[src/rtl/seq_mul.sv]
// seq_mul: sequential shift-add unsigned multiplier, WIDTH x WIDTH -> 2*WIDTH.
// One adder is reused across WIDTH iterations; valid/ready handshakes on both
// the operand side and the product side.
//
// Optional build macro: SEQ_MUL_EARLY_EXIT_EN
//   defined   -> RUN also ends once the remaining multiplier bits are all zero
//   undefined -> RUN always takes exactly WIDTH cycles (data-independent latency)
//
// state  | meaning
// S_IDLE | waiting for operands, in_ready high (unless rst)
// S_RUN  | one shift-add iteration per cycle
// S_DONE | product valid on p, held until out_ready
module seq_mul #(
  parameter int WIDTH = 8
) (
  input  logic               clk,
  input  logic               rst,
  input  logic               in_valid,
  output logic               in_ready,
  input  logic [WIDTH-1:0]   a,
  input  logic [WIDTH-1:0]   b,
  output logic               out_valid,
  input  logic               out_ready,
  output logic [2*WIDTH-1:0] p,
  output logic               busy
);

  localparam int CNT_W = $clog2(WIDTH);
  localparam logic [CNT_W-1:0] CNT_LAST = CNT_W'(WIDTH - 1);

  typedef enum logic [1:0] {
    S_IDLE = 2'd0,
    S_RUN  = 2'd1,
    S_DONE = 2'd2
  } state_t;

  state_t             state;
  state_t             state_nxt;
  logic [2*WIDTH-1:0] mcand;
  logic [2*WIDTH-1:0] acc;
  logic [WIDTH-1:0]   mplier;
  logic [WIDTH-1:0]   mplier_shr;
  logic [CNT_W-1:0]   cnt;
  logic               accept;
  logic               last_iter;

  assign mplier_shr = mplier >> 1;
  assign p          = acc;

  // Decide whether the current RUN iteration is the final one.
  always_comb begin
    last_iter = (cnt == CNT_LAST);
`ifdef SEQ_MUL_EARLY_EXIT_EN
    // Remaining multiplier bits all zero: further iterations add nothing.
    if (mplier_shr == '0) last_iter = 1'b1;
`endif
  end

  // Next-state and handshake decode; outputs depend only on state (and rst).
  always_comb begin
    state_nxt = state;
    in_ready  = 1'b0;
    out_valid = 1'b0;
    accept    = 1'b0;
    busy      = (state != S_IDLE);
    case (state)
      S_IDLE: begin
        in_ready = !rst;
        if (in_valid && !rst) begin
          accept    = 1'b1;
          state_nxt = S_RUN;
        end
      end
      S_RUN: begin
        if (last_iter) state_nxt = S_DONE;
      end
      S_DONE: begin
        out_valid = 1'b1;
        if (out_ready) state_nxt = S_IDLE;
      end
      default: state_nxt = S_IDLE;
    endcase
  end

  // State register.
  always_ff @(posedge clk) begin
    if (rst) state <= S_IDLE;
    else     state <= state_nxt;
  end

  // Datapath: load operands on accept, shift-add while running, hold otherwise.
  always_ff @(posedge clk) begin
    if (rst) begin
      mcand  <= '0;
      mplier <= '0;
      acc    <= '0;
      cnt    <= '0;
    end else if (accept) begin
      mcand  <= {{WIDTH{1'b0}}, a};
      mplier <= b;
      acc    <= '0;
      cnt    <= '0;
    end else if (state == S_RUN) begin
      if (mplier[0]) acc <= acc + mcand;
      mcand  <= mcand << 1;
      mplier <= mplier_shr;
      cnt    <= cnt + 1'b1;
    end
  end

endmodule

[config.mk]
export PLATFORM = sky130hd
export DESIGN_NAME = seq_mul
export DESIGN_NICKNAME = d
export VERILOG_FILES = /design/src/rtl/seq_mul.sv
export SDC_FILE = /design/constraint.sdc
export NUM_CORES = 1
export LEC_CHECK = 0
export ABC_AREA = 1
export BUFFER_PORTS_ARGS = -buffer_cell sky130_fd_sc_hd__clkbuf_2
export CAP_MARGIN = 30
export CORE_MARGIN = 3
export CORE_UTILIZATION = 28
export CTS_CLUSTER_SIZE = 10
export DETAILED_ROUTE_END_ITERATION = 8
export PLACE_DENSITY_LB_ADDON = 0.1
export SLEW_MARGIN = 0
export SYNTH_ARGS = -nofsm -noshare
export SYNTH_HDL_FRONTEND = slang
export SYNTH_SLANG_ARGS = --single-unit
[constraint.sdc]
create_clock -name clk -period 4.3 [get_ports clk]
set_input_delay 1.29 -clock clk [delete_from_list [all_inputs] [get_ports clk]]
set_output_delay 1.29 -clock clk [all_outputs]
set_load 0.02 [all_outputs]
==> summary.md <==
| Metric | Value |
|---|---|
| Minimum clock period | around 3.3 ns |
| Worst slew pin tran | 0.711 ns |
| Largest stage delay on the critical path | 0.31 ns |
| Initial antenna violation count | 0 |
| Register-to-register setup slack | 2.44 ns |
| Seq cells post-synth | 45 |
| Total track usage | 12.6% |
| # setup viols final | 0 |
| CTS HTree Levels | 2 |
| Post-Syn Instances | ~400 |
| Num CTS Buffers | 5 |
| Required @ worst endpoint | roughly 3.0 ns |
| # clock sinks | 45 |
| Critical Path AT | 1.98 ns |
| Routability cong. | 0.834 |
| Synth warn | 0 |
| Clk buf depth | 2 |
| Peak VDD IR | roughly 0.15 mV |
| Routed Antenna Nets | 0 |
| Power Density | 287 nW/µm² |
| Final #Nets | 480 |
| LEAKAGE | about 0.0015 µW |
| Largest net degree at the start of global routing | 29 |
| F_max | 0.305 GHz |
| Synth cell types | 34 |
| CTS tree | built |
| CTS clk-pin slew, worst paths | 0.09 ns |
| Seq/Total Area, Yosys | between 30 and 40% |
| Layout cell share with drive strength beyond 1 | 14.7% |
| Drt first pass iters | 6 |
| Routed WL | between 6000 and 7000 µm |
| Pre-CTS setup slack | 1.01 ns |
| Diode count | 0 |
| WS Path Type | in2out |
| WL per Instance | ~11 µm |
| DR DRC count | 0 |
| Outcome | finished, final reports clean |
| WP buf/inv | 2 |
| Via count of the first global-routing pass | 2366 |
| Clock Skew | 0.00362 ns |
| Post-Layout Inst Area | 3090 µm² |
| Avg Inst Size Synth | 6.60 µm² |
| Critical-path maximum fanout | 20 |
| Placement Rows | 35 |
| First-pass GRT wire length | 11300 µm |
| Setup repair bufs after CTS | 0 |
| Area of the multi-input gates | 1500 µm² |
| Cells along the critical path | clkbuf_2, nor2_4, clkbuf_2 |
| Post-cts gate resize count | 0 |
| Min-Delay Path Class | reg2reg |
| CTS Root Cell | clkbuf_8 |
| CP delay by family, top | buffers and inverters |
| Final TNS setup | 0 ns |
| RSZ-0062 raised after global routing | false |
| Die height | 104 µm |
| I/O pin total | 39 |
| Detailed Place HPWL | 4890 µm |
| FILL cells | 1083 |
| # Max-Cap Violations | 0 |
| Skew-Pair Late Insertion Delay | about 0.30 ns |
| Initial DRC count | 106 |
| Area of the core | 9280 µm² |
| Worst slew margin | 52.5% |
| Startpoint Class | primary input |
| Via count | between 2000 and 2500 |
| Most used cell, CP | clkbuf_2 |
| Final core occ | 33.3% |
| Area delta synth->final | 14.8% |
| CP max stage cell | clkbuf_2 |
| PortBufs | 38 |
| Post-Syn Area | 2690 µm² |
| Final WS setup | between 1 and 1.5 ns |
| Post-CTS Hold Buffers | 0 |
| Seq. cell area | 901 µm² |
| Dpl cell area | 2980 µm² |
| Total grt overflow | 0 |
| Overall power | 887 µW |
| DR vias/cell | 4.36 |
| Die span in x | 104 µm |
| Max Transition Viols Final | 0 |
| Starting Density | about 29% |
| Crit share post-route | 76.2% |
| Final Hold Fails | 0 |
| Critical Path Sink Type | output pin |
| Full die area | 10800 µm² |
| Synthesized Nets | approximately 450 |
[sequential cells by signal (all words and copies together) (netlist names)]
signal and flops:
mplier 8, mcand 16, p 16, state 2, cnt 3
[through the flow]
stage / hold slack, ns / cells
2_1_floorplan: 0.438 / 408
3_3_place_gp: 0.450 / 564
3_5_place_dp: 0.454 / 564
4_1_cts: 0.468 / 572
5_1_grt: 0.500 / 572
6_report: 0.465 / 572
[kinds of logic after synthesis]
group	count (synthesis)	synth area share, %
simple gates	217	33.9
buf+inv	70	10.9
compound gates	54	11.8
flops	45	33.5
fa+ha+maj	18	8.65
xor+xnor	4	1.30
[worst paths after layout]
| path | start | endpoint | cells after the start |
|---|---|---|---|
| setup / recovery | rst | in_ready | 3 |
| hold / removal | mplier[7]$_SDFFE_PP0P_ | mplier[7]$_SDFFE_PP0P_ | 2 |
| setup reg to reg | p[0]$_SDFFE_PP0P_ | p[6]$_SDFFE_PP0P_ | 9 |
| hold reg to reg | mplier[7]$_SDFFE_PP0P_ | mplier[7]$_SDFFE_PP0P_ | 2 |
[area by class of cell]
cell class              count  area share, %
flip-flops and latches     45           29.1
clock buffers               6           2.35
clock inverters             2           1.26
inverters                  59           7.41
multi-input cells         293           48.5
repair buffers             38           6.15
well taps                 129           5.22
[placed cells by master, fill, tap and decap left out, drive strengths merged, types with 3 or more instances in the layout]
master,n
o21a,7
xnor2,3
nor3,3
dfxtp,45
nand2,166
ha,17
inv,58
nand3,23
clkbuf,44
a31oi,15
a21oi,23
o21ai,5
nor2,20
[per-layer routing]
layer  up-vias  share of wire [%]  global-route usage, %
met4         0               0.79                   2.85
met3         4                2.7                   2.55
met2        31                 44                   19.5
li1       1353                  -                      -
met5         -                  0                      0
met1      1106                 52                   18.0
[power breakdown]
| group | leakage (µW) | switching [µW] | internal [µW] |
|---|---|---|---|
| combinational | 0.00110 | 71.6 | 37.1 |
| clock | 0.0000554 | 160 | 175 |
| sequential | 0.000365 | 12.2 | 431 |
[worst min-delay path, delay by kind of cell, from the launching register on]
| kind | cells | cell delay [ns] |
|---|---|---|
| compound gates | 1 | 0.05 |
| simple gates | 1 | 0.06 |
| flops | 1 | 0.32 |
[synthesized netlist by cell type]
library cell,n,area (µm²)
inv_4,1,6.26
clkbuf_1,2,7.51
inv_1,47,176
a21oi_1,23,115
o21a_1,7,52.6
and2_1,1,6.26
o21bai_1,1,7.51
nand3_1,23,115
inv_2,10,37.5
o21ai_1,5,25.0
xnor2_1,3,26.3
nor2_8,1,20.0
nor2_4,3,33.8
nand2_4,1,11.3
buf_6,1,11.3
clkinv_4,1,8.76
buf_2,6,30.0
nor2_1,16,60.1
buf_4,2,15.0
nand3b_1,1,7.51
nand4_1,1,6.26
dfxtp_1,45,901
nand2_2,2,12.5
o211ai_1,1,7.51
or2_1,1,6.26
a31oi_1,15,93.8
or2_2,1,6.26
nor3_1,3,15.0
fa_1,1,20.0
o221ai_1,1,8.76
ha_1,17,213
o31ai_1,1,7.51
nand2_1,163,612
xor2_1,1,8.76
No activity file was read; power rests on OpenSTA's default activity.
